===== config.mk =====
export PLATFORM = sky130hd
export DESIGN_NAME = instr_mem_flat
export DESIGN_NICKNAME = d
export VERILOG_FILES = /design/src/rtl/instr_mem_if.sv /design/src/rtl/instr_mem.sv /design/src/flat_wrapper.sv
export SDC_FILE = /design/constraint.sdc
export NUM_CORES = 1
export LEC_CHECK = 0
export ABC_AREA = 1
export CORE_AREA = 2 2 92 94
export DETAILED_ROUTE_END_ITERATION = 6
export DIE_AREA = 0 0 94 96
export PLACE_DENSITY_LB_ADDON = 0.3
export SLEW_MARGIN = 20
export SYNTH_ARGS = -nofsm -noshare
export SYNTH_HDL_FRONTEND = slang
export SYNTH_SLANG_ARGS = --single-unit

===== constraint.sdc =====
create_clock -name clk -period 1.6 [get_ports clk]
set_input_delay 0.32 -clock clk [delete_from_list [all_inputs] [get_ports clk]]
set_output_delay 0.32 -clock clk [all_outputs]
set_load 0.03 [all_outputs]

===== src/rtl/instr_mem_if.sv =====
// instr_mem_if: fetch, load and status signals between the program counter/loader and instr_mem.
interface instr_mem_if #(parameter int WORD_W = 8, parameter int ADDR_W = 3);
    logic [ADDR_W-1:0] Read_addr;
    logic              load_en;
    logic [ADDR_W-1:0] load_addr;
    logic [WORD_W-1:0] load_data;
    logic              load_done;
    logic [WORD_W-1:0] Instruction;
    logic              instr_valid;
    logic [ADDR_W:0]   word_count;
    logic              ready;
    logic              fetch_err;
    logic              load_err;
    modport master (
        output Read_addr, load_en, load_addr, load_data, load_done,
        input  Instruction, instr_valid, word_count, ready, fetch_err, load_err
    );
    modport slave (
        input  Read_addr, load_en, load_addr, load_data, load_done,
        output Instruction, instr_valid, word_count, ready, fetch_err, load_err
    );
endinterface


===== src/rtl/instr_mem.sv =====
// instr_mem: 2^ADDR_W-word instruction memory with EMPTY/LOADING/READY load controller.
// Define IMEM_RELOAD_EN to let load_en in READY restart loading instead of flagging load_err.
module instr_mem #(
    parameter int WORD_W = 8,
    parameter int ADDR_W = 3
) (
    input logic        clk,
    input logic        reset,
    instr_mem_if.slave bus
);
    localparam int DEPTH = 1 << ADDR_W;
    typedef enum logic [1:0] {EMPTY, LOADING, READY} state_t;

    state_t              state_q, state_d;
    logic [DEPTH-1:0]    valid_q, valid_d;
    logic [ADDR_W:0]     count_q, count_d;
    logic [WORD_W-1:0]   instr_q, instr_d;
    logic                ivalid_q, ivalid_d;
    logic                ferr_q, ferr_d;
    logic                lerr_q, lerr_d;
    logic                we;
    logic [WORD_W-1:0]   mem_q [DEPTH];

    always_comb begin
        state_d  = state_q;
        valid_d  = valid_q;
        count_d  = count_q;
        instr_d  = '0;
        ivalid_d = 1'b0;
        ferr_d   = ferr_q;
        lerr_d   = lerr_q;
        we       = 1'b0;
        case (state_q)
            EMPTY: begin
                we      = bus.load_en;
                state_d = bus.load_en ? LOADING : EMPTY;
            end
            LOADING: begin
                we      = bus.load_en;
                state_d = bus.load_done ? READY : LOADING;
            end
            default: begin
`ifdef IMEM_RELOAD_EN
                we      = bus.load_en;
                state_d = bus.load_en ? LOADING : READY;
`else
                lerr_d  = lerr_q | bus.load_en;
`endif
                if (!we) begin
                    instr_d  = valid_q[bus.Read_addr] ? mem_q[bus.Read_addr] : '0;
                    ivalid_d = valid_q[bus.Read_addr];
                    ferr_d   = ferr_q | ~valid_q[bus.Read_addr];
                end
            end
        endcase
        if (we) begin
            valid_d[bus.load_addr] = 1'b1;
            count_d = valid_q[bus.load_addr] ? count_q : count_q + 1'b1;
        end
    end

    always_ff @(posedge clk or negedge reset) begin
        if (!reset) begin
            state_q  <= EMPTY;
            valid_q  <= '0;
            count_q  <= '0;
            instr_q  <= '0;
            ivalid_q <= 1'b0;
            ferr_q   <= 1'b0;
            lerr_q   <= 1'b0;
        end else begin
            state_q  <= state_d;
            valid_q  <= valid_d;
            count_q  <= count_d;
            instr_q  <= instr_d;
            ivalid_q <= ivalid_d;
            ferr_q   <= ferr_d;
            lerr_q   <= lerr_d;
        end
    end

    // Array contents survive reset; only the valid bits are cleared.
    always_ff @(posedge clk) begin
        if (we) mem_q[bus.load_addr] <= bus.load_data;
    end

    assign bus.Instruction = instr_q;
    assign bus.instr_valid = ivalid_q;
    assign bus.word_count  = count_q;
    assign bus.ready       = (state_q == READY);
    assign bus.fetch_err   = ferr_q;
`ifdef IMEM_RELOAD_EN
    assign bus.load_err    = 1'b0;
`else
    assign bus.load_err    = lerr_q;
`endif
endmodule


===== src/flat_wrapper.sv =====
// flat-port wrapper written by rule: the top's interface ports become plain ports
module instr_mem_flat 
#(
    parameter int WORD_W = 8,
    parameter int ADDR_W = 3
)
  (clk, reset, bus_Read_addr, bus_load_en, bus_load_addr, bus_load_data, bus_load_done, bus_Instruction, bus_instr_valid, bus_word_count, bus_ready, bus_fetch_err, bus_load_err);
  instr_mem_if #(.WORD_W(WORD_W), .ADDR_W(ADDR_W)) bus_i ();
  input logic clk;
  input logic reset;
  input wire logic [$bits(bus_i.Read_addr)-1:0] bus_Read_addr;
  input wire logic [$bits(bus_i.load_en)-1:0] bus_load_en;
  input wire logic [$bits(bus_i.load_addr)-1:0] bus_load_addr;
  input wire logic [$bits(bus_i.load_data)-1:0] bus_load_data;
  input wire logic [$bits(bus_i.load_done)-1:0] bus_load_done;
  output wire logic [$bits(bus_i.Instruction)-1:0] bus_Instruction;
  output wire logic [$bits(bus_i.instr_valid)-1:0] bus_instr_valid;
  output wire logic [$bits(bus_i.word_count)-1:0] bus_word_count;
  output wire logic [$bits(bus_i.ready)-1:0] bus_ready;
  output wire logic [$bits(bus_i.fetch_err)-1:0] bus_fetch_err;
  output wire logic [$bits(bus_i.load_err)-1:0] bus_load_err;
  assign bus_i.Read_addr = bus_Read_addr;
  assign bus_i.load_en = bus_load_en;
  assign bus_i.load_addr = bus_load_addr;
  assign bus_i.load_data = bus_load_data;
  assign bus_i.load_done = bus_load_done;
  assign bus_Instruction = bus_i.Instruction;
  assign bus_instr_valid = bus_i.instr_valid;
  assign bus_word_count = bus_i.word_count;
  assign bus_ready = bus_i.ready;
  assign bus_fetch_err = bus_i.fetch_err;
  assign bus_load_err = bus_i.load_err;
  instr_mem #(.WORD_W(WORD_W), .ADDR_W(ADDR_W)) u_core (.clk(clk), .reset(reset), .bus(bus_i));
endmodule

==> results of run 1 <==
==> synth_stat cells <==
library cell,count
nor2_2,1
dfrtp_1,25
buf_6,5
inv_4,1
inv_1,91
xor2_1,1
nand2_2,7
nor2_1,21
inv_2,2
edfxtp_1,64
xnor2_1,1
nand3b_1,1
nand2_1,129
clkinv_2,1
o21bai_1,1
nand3_1,44
ha_1,1
buf_2,5
o21ai_0,13
nand3_2,1
buf_4,1
==> layer usage <==
metal | wire length (microns) | share of wire | vias to the layer above | GRT usage
met4 | 114 | 0.013 | 0 | 0.07126
met5 | 0 | 0 | - | 0
met3 | 433 | 0.050 | 11 | 0.05403
met2 | 4105 | 0.48 | 71 | 0.3393
li1 | - | - | 1413 | -
met1 | 3979 | 0.46 | 1341 | 0.2843
==> sequential cells by signal, summed over array words and instances, names as in the netlist <==
| name | cells |
|---|---|
| u_core.bus.load_err | 1 |
| u_core.bus.word_count | 4 |
| u_core.bus.fetch_err | 1 |
| u_core.valid_q | 8 |
| u_core.state_q | 2 |
| u_core.bus.Instruction | 8 |
| u_core.bus.instr_valid | 1 |
| u_core.mem_q | 64 |
==> power by group <==
| part | internal [mW] | switching, mW |
|---|---|---|
| sequential | 2.49 | 0.00995 |
| clock | 0.553 | 0.752 |
| combinational | 0.153 | 0.255 |
| total | 3.20 | 1.02 |
==> layout make-up <==
cell class / instances / area [sq um] / share of cell area
Inverter: 95 / 360.3 / 0.07565
Timing Repair Buffer: 68 / 606.8 / 0.1274
Multi-Input combinational cell: 221 / 955.9 / 0.2007
Clock inverter: 5 / 33.78 / 0.007092
Tap cell: 105 / 131.4 / 0.02758
Sequential cell: 89 / 2547 / 0.5348
Clock buffer: 10 / 127.6 / 0.02679
==> repair_timing <==
item | 4_1_cts | 5_1_grt
gates resized for setup | 17 | 2
buffers inserted | 0 | 0
setup endpoints to repair | 16 | 17
hold endpoints to repair | 0 | 0
==> how the worst min path moves through the flow <==
| stage | end | depth (start not counted) | slack (ps) | start |
|---|---|---|---|---|
| after floorplan | u_core.bus.Instruction[0] | 0 | 20 | reset |
| after global routing | u_core.bus.Instruction[6] | 2 | 340 | reset |
| after global placement | u_core.bus.fetch_err | 2 | 450 | u_core.bus.fetch_err |
| after CTS | u_core.valid_q[0] | 2 | 330 | reset |
| final | u_core.valid_q[0] | 2 | 330 | reset |
| after detailed placement | u_core.bus.fetch_err | 2 | 450 | u_core.bus.fetch_err |
==> cell families after synthesis <==
kind of cell,share of synthesized area
buf+inv,0.1137
flops,0.6449
xor+xnor,0.004435
fa+ha+maj,0.003167
simple gates,0.2154
compound gates,0.01837
==> reports/metrics.cfg, run 1 <==
[run_status]
status = completed

[synthesis]
syn_inst = 416
ys_ff_latch = 89
syn_area_sq_um = 3950
yosysTopAreaCell = edfxtp_1
ys_seq_area_frac = 0.6449
syn_nets = 435
synth.avg_cell_area_sq_um = 9.495
synth_top_area_frac = 0.4865
yosysUniqueCellTypes = 21
synth.area.top_cells = edfxtp_1 (49%), dfrtp_1 (16%), nand2_1 (12%)
synth_warnings = 0

[timing]
setup_tns_ps = 0
report.final.slew_viol_count = 0
grt_setup_unrepaired = no
skew_ps = 7.837
finalCritPeriodShare = 0.9400
finalWorstSetupSlack_ps = 95.95
hold_viol = 0
relSlewSlack = 0.7062
fin_crit_ps = 1504
worstMarginPinSlew_ps = 439.4
whs_ps = 328.7
finalSetupViolCount = 0
clock.fmax_mhz = 664.9

[grt]
grt_pass1_wl_mm = 13.93
grt_max_degree = 33
track_usage = 0.2118
grt-ovfl-total = 0
grt_pass1_vias = 2760
antenna_found_initial = 0

[placement]
hpwl_mm = 6.437
gp_congestion = 0.9024
place_area_sq_um = 4623
post-place-ws_ps = -271.8
dp_cells = 578
portBuffers = 33

[floorplan]
rows = 33
die_area_sq_um = 9024
die_x_microns = 94
die_h_microns = 96
start_util = 0.4906
num_io_pins = 34
coreArea_sq_um = 8051

[drt]
drc = 0
num_vias = 2836
drt_first_pass_iters = 4
drt_iter0_drc = 207
vias_per_cell = 4.782
routed_wl_mm = 8.633
postRouteAntennaNets = 0
wl_per_cell_microns = 14.56

[cells_and_area]
insertedDiodeCount = 0
post-route-util = 0.5916
layout.cells.most_common = nand2_1
syn_to_final_growth_pct = 20.59
layout-drive-gt1-share = 0.1311
final_cell_area_sq_um = 4763
mostFrequentLayoutCells = nand2_1 (129), inv_1 (91), edfxtp_1 (64)
fillers = 701
fin_nets = 503
stdcell_count = 593

[worst_setup_path]
r2r-end = u_core.mem_q[1][0]
worstSetupEndpoint = bus_word_count[0]
worstReg2RegStart = u_core.state_q[1]
cp_slowest_cell = dfrtp_1
worstSetupStartpointType = flip-flop
worstPathCellList = dlygate4sd2_1
reg2reg_depth = 5
cp-end-kind = primary output
worst-path-max-fanout = 5
crit_required_ps = 1280
slowest_delay_ps = 420
crit_start = u_core.bus.word_count[0]
arrival_ps = 1180
cp_num_cells = 1
path_buf_inv = 1
worstSetupPathType = reg2out
r2r_slack_ps = 170
critPathTopFamily = flip-flops

[clock_tree]
cts.sinks = 89
clock-root-buffer = clkbuf_8
cts_tree = yes
ctsHoldBuffers = 0
cts_max_level = 3
clockBufferDepth = 2
clkLatencyLatePin_ps = 350
path_clk_slew_ps = 80
cts_buffers = 9

[flow_run]
drv_cap = 0

[power]
ir_worst_vdd_v = 0.0004860
leakage_nw = 2.309
power-per-cell-area_nw_per_um2 = 885.4
report.power.total_mw = 4.217

[hold_path]
hold_path.class = in2async

Power figures use the tool's default switching activity.
==> run 2: changes to the inputs <==
--- a/config.mk
+++ b/config.mk
@@ -9,6 +9,7 @@
 export CORE_AREA = 2 2 92 94
 export DETAILED_ROUTE_END_ITERATION = 6
 export DIE_AREA = 0 0 94 96
+export GPL_TIMING_DRIVEN = 0
 export PLACE_DENSITY_LB_ADDON = 0.3
 export SLEW_MARGIN = 20
 export SYNTH_ARGS = -nofsm -noshare
==> run 2 against run 1 <==
Design area grew 0.63%; largest power group unchanged; clock skew grew 6.1 ps; fmax decreased by 3.9%; critical endpoint is now u_core.mem_q[1][6]; power up 4.4%; worst hold slack better by 83 ps; clock power increased by 18%; flip-flop and latch count unchanged; register-to-register slack worse by 120 ps; global-route usage fell by 0.48 points.
==> reports/metrics.cfg, run 2 (same netlist as run 1, synthesis figures left out) <==
[timing]
worstMarginPinSlew_ps = 595.0
setup_tns_ps = 0
finalSetupViolCount = 0
finalCritPeriodShare = 0.9778
fin_crit_ps = 1564
grt_setup_unrepaired = yes
hold_viol = 0
report.final.slew_viol_count = 0
skew_ps = 13.91
clock.fmax_mhz = 639.2
relSlewSlack = 0.6033

[placement]
place_area_sq_um = 4377
portBuffers = 30
hpwl_mm = 5.289
gp_congestion = 0.8611

[floorplan]
coreArea_sq_um = 8051
die_h_microns = 96
num_io_pins = 34
rows = 33
die_x_microns = 94
die_area_sq_um = 9024
start_util = 0.4906

[clock_tree]
clock-root-buffer = clkbuf_8
clockBufferDepth = 2
clkLatencyLatePin_ps = 370
cts_max_level = 3
cts_tree = yes
path_clk_slew_ps = 80
cts_buffers = 9
cts.sinks = 89

[drt]
drt_iter0_drc = 155
drt_first_pass_iters = 5
num_vias = 2819
postRouteAntennaNets = 0
vias_per_cell = 4.886
wl_per_cell_microns = 14.79
drc = 0
routed_wl_mm = 8.533

[grt]
grt-ovfl-total = 0
grt_pass1_wl_mm = 13.43
grt_pass1_vias = 2696
antenna_found_initial = 0
track_usage = 0.2069
grt_max_degree = 26

[cells_and_area]
largest_register_ffs = 64
layout-drive-gt1-share = 0.1314
mostFrequentLayoutCells = nand2_1 (127), inv_1 (91), edfxtp_1 (64)
final_cell_area_sq_um = 4793
top_register = u_core.mem_q
insertedDiodeCount = 0
fin_nets = 486
syn_to_final_growth_pct = 21.35
layout.cells.most_common = nand2_1

[worst_setup_path]
arrival_ps = 1640
cp-end-kind = flip-flop
worstSetupPathType = in2reg
worstSetupStartpointType = input port
crit_required_ps = 1680
worst-path-max-fanout = 8

[power]
leakage_nw = 2.263
power-per-cell-area_nw_per_um2 = 918.4
ir_worst_vdd_v = 0.0005413

[run_status]
status = completed

[flow_run]
drv_cap = 0

[hold_path]
hold_path.class = in2reg

-- run 2: changes by cell type in the layout (fill, tap and decap cells not counted), sizes merged --
cell           delta
clkdlybuf4s50     -4
dlygate4sd3       +1
clkinv            +1
buf              -13
bufinv            +1
clkinvlp          -1
clkbuf            -1
-- run 2: power breakdown --
| group | internal (mW) | total [mW] | switching [mW] | leakage (nW) |
|---|---|---|---|---|
| Sequential | 2.49 | 2.50 | 0.00663 | 0.849 |
| Combinational | 0.122 | 0.368 | 0.245 | 1.31 |
| Clock | 0.753 | 1.53 | 0.781 | 0.102 |
-- run 2: final cells by class --
| type | count | area, sq um |
|---|---|---|
| buffer | 11 | 88.84 |
| sequential | 89 | 2547 |
| fill | 674 | 3258 |
| timing repair buffer | 40 | 449.2 |
| tap | 105 | 131.4 |
| multi-input combinational | 221 | 1021 |
| inverter | 95 | 360.3 |
| clock inverter | 6 | 57.56 |
| clock buffer | 10 | 137.6 |
-- run 2: worst max-delay path, cell delays in order --
cell and delay (ps):
clkdlybuf4s50_1 460, inv_1 60, nor2_2 200, nand2_2 250
nor2_4 200, buf_12 150
-- run 2: worst paths after layout --
check / start / end / slack [ps] / depth (start not counted)
max: bus_load_en / u_core.mem_q[1][6] / 40 / 6
min in group asynchronous: reset / u_core.valid_q[1] / 490 / 2
max reg2reg: u_core.state_q[1] / u_core.mem_q[1][6] / 50 / 4
max in group asynchronous: reset / u_core.bus.Instruction[7] / 710 / 2
min reg2reg: u_core.bus.fetch_err / u_core.bus.fetch_err / 460 / 2
min: bus_Read_addr[2] / u_core.bus.Instruction[6] / 410 / 5
-- run 2: routing by layer --
metal	vias up	wire [microns]	global-route usage
li1	1380	-	-
met4	0	302	0.1111
met3	28	495	0.03289
met5	-	0	0
met2	105	4247	0.3500
met1	1306	3488	0.2571
-- run 2: repair_timing --
item | 4_1_cts | 5_1_grt
hold buffers | 1 | 0
pin swaps | 6 | 2
buffers inserted | 7 | 2
resized for setup | 39 | 0
hold endpoints to repair | 25 | 0
setup endpoints to repair | 80 | 48
-- run 2: metrics by stage --
stage,worst slack (ps),utilization,instances,total power [mW],hold WS (ps)
after global placement,-860.6,0.5442,551,2.924,448.1
after floorplan,99.41,-,416,2.760,24.41
after detailed placement,-886.1,0.5436,551,2.927,359.3
after CTS,45.40,0.5904,575,4.416,389.3
after global routing,-35.38,0.5953,577,4.568,429.2
final,35.52,0.5953,577,4.402,411.4
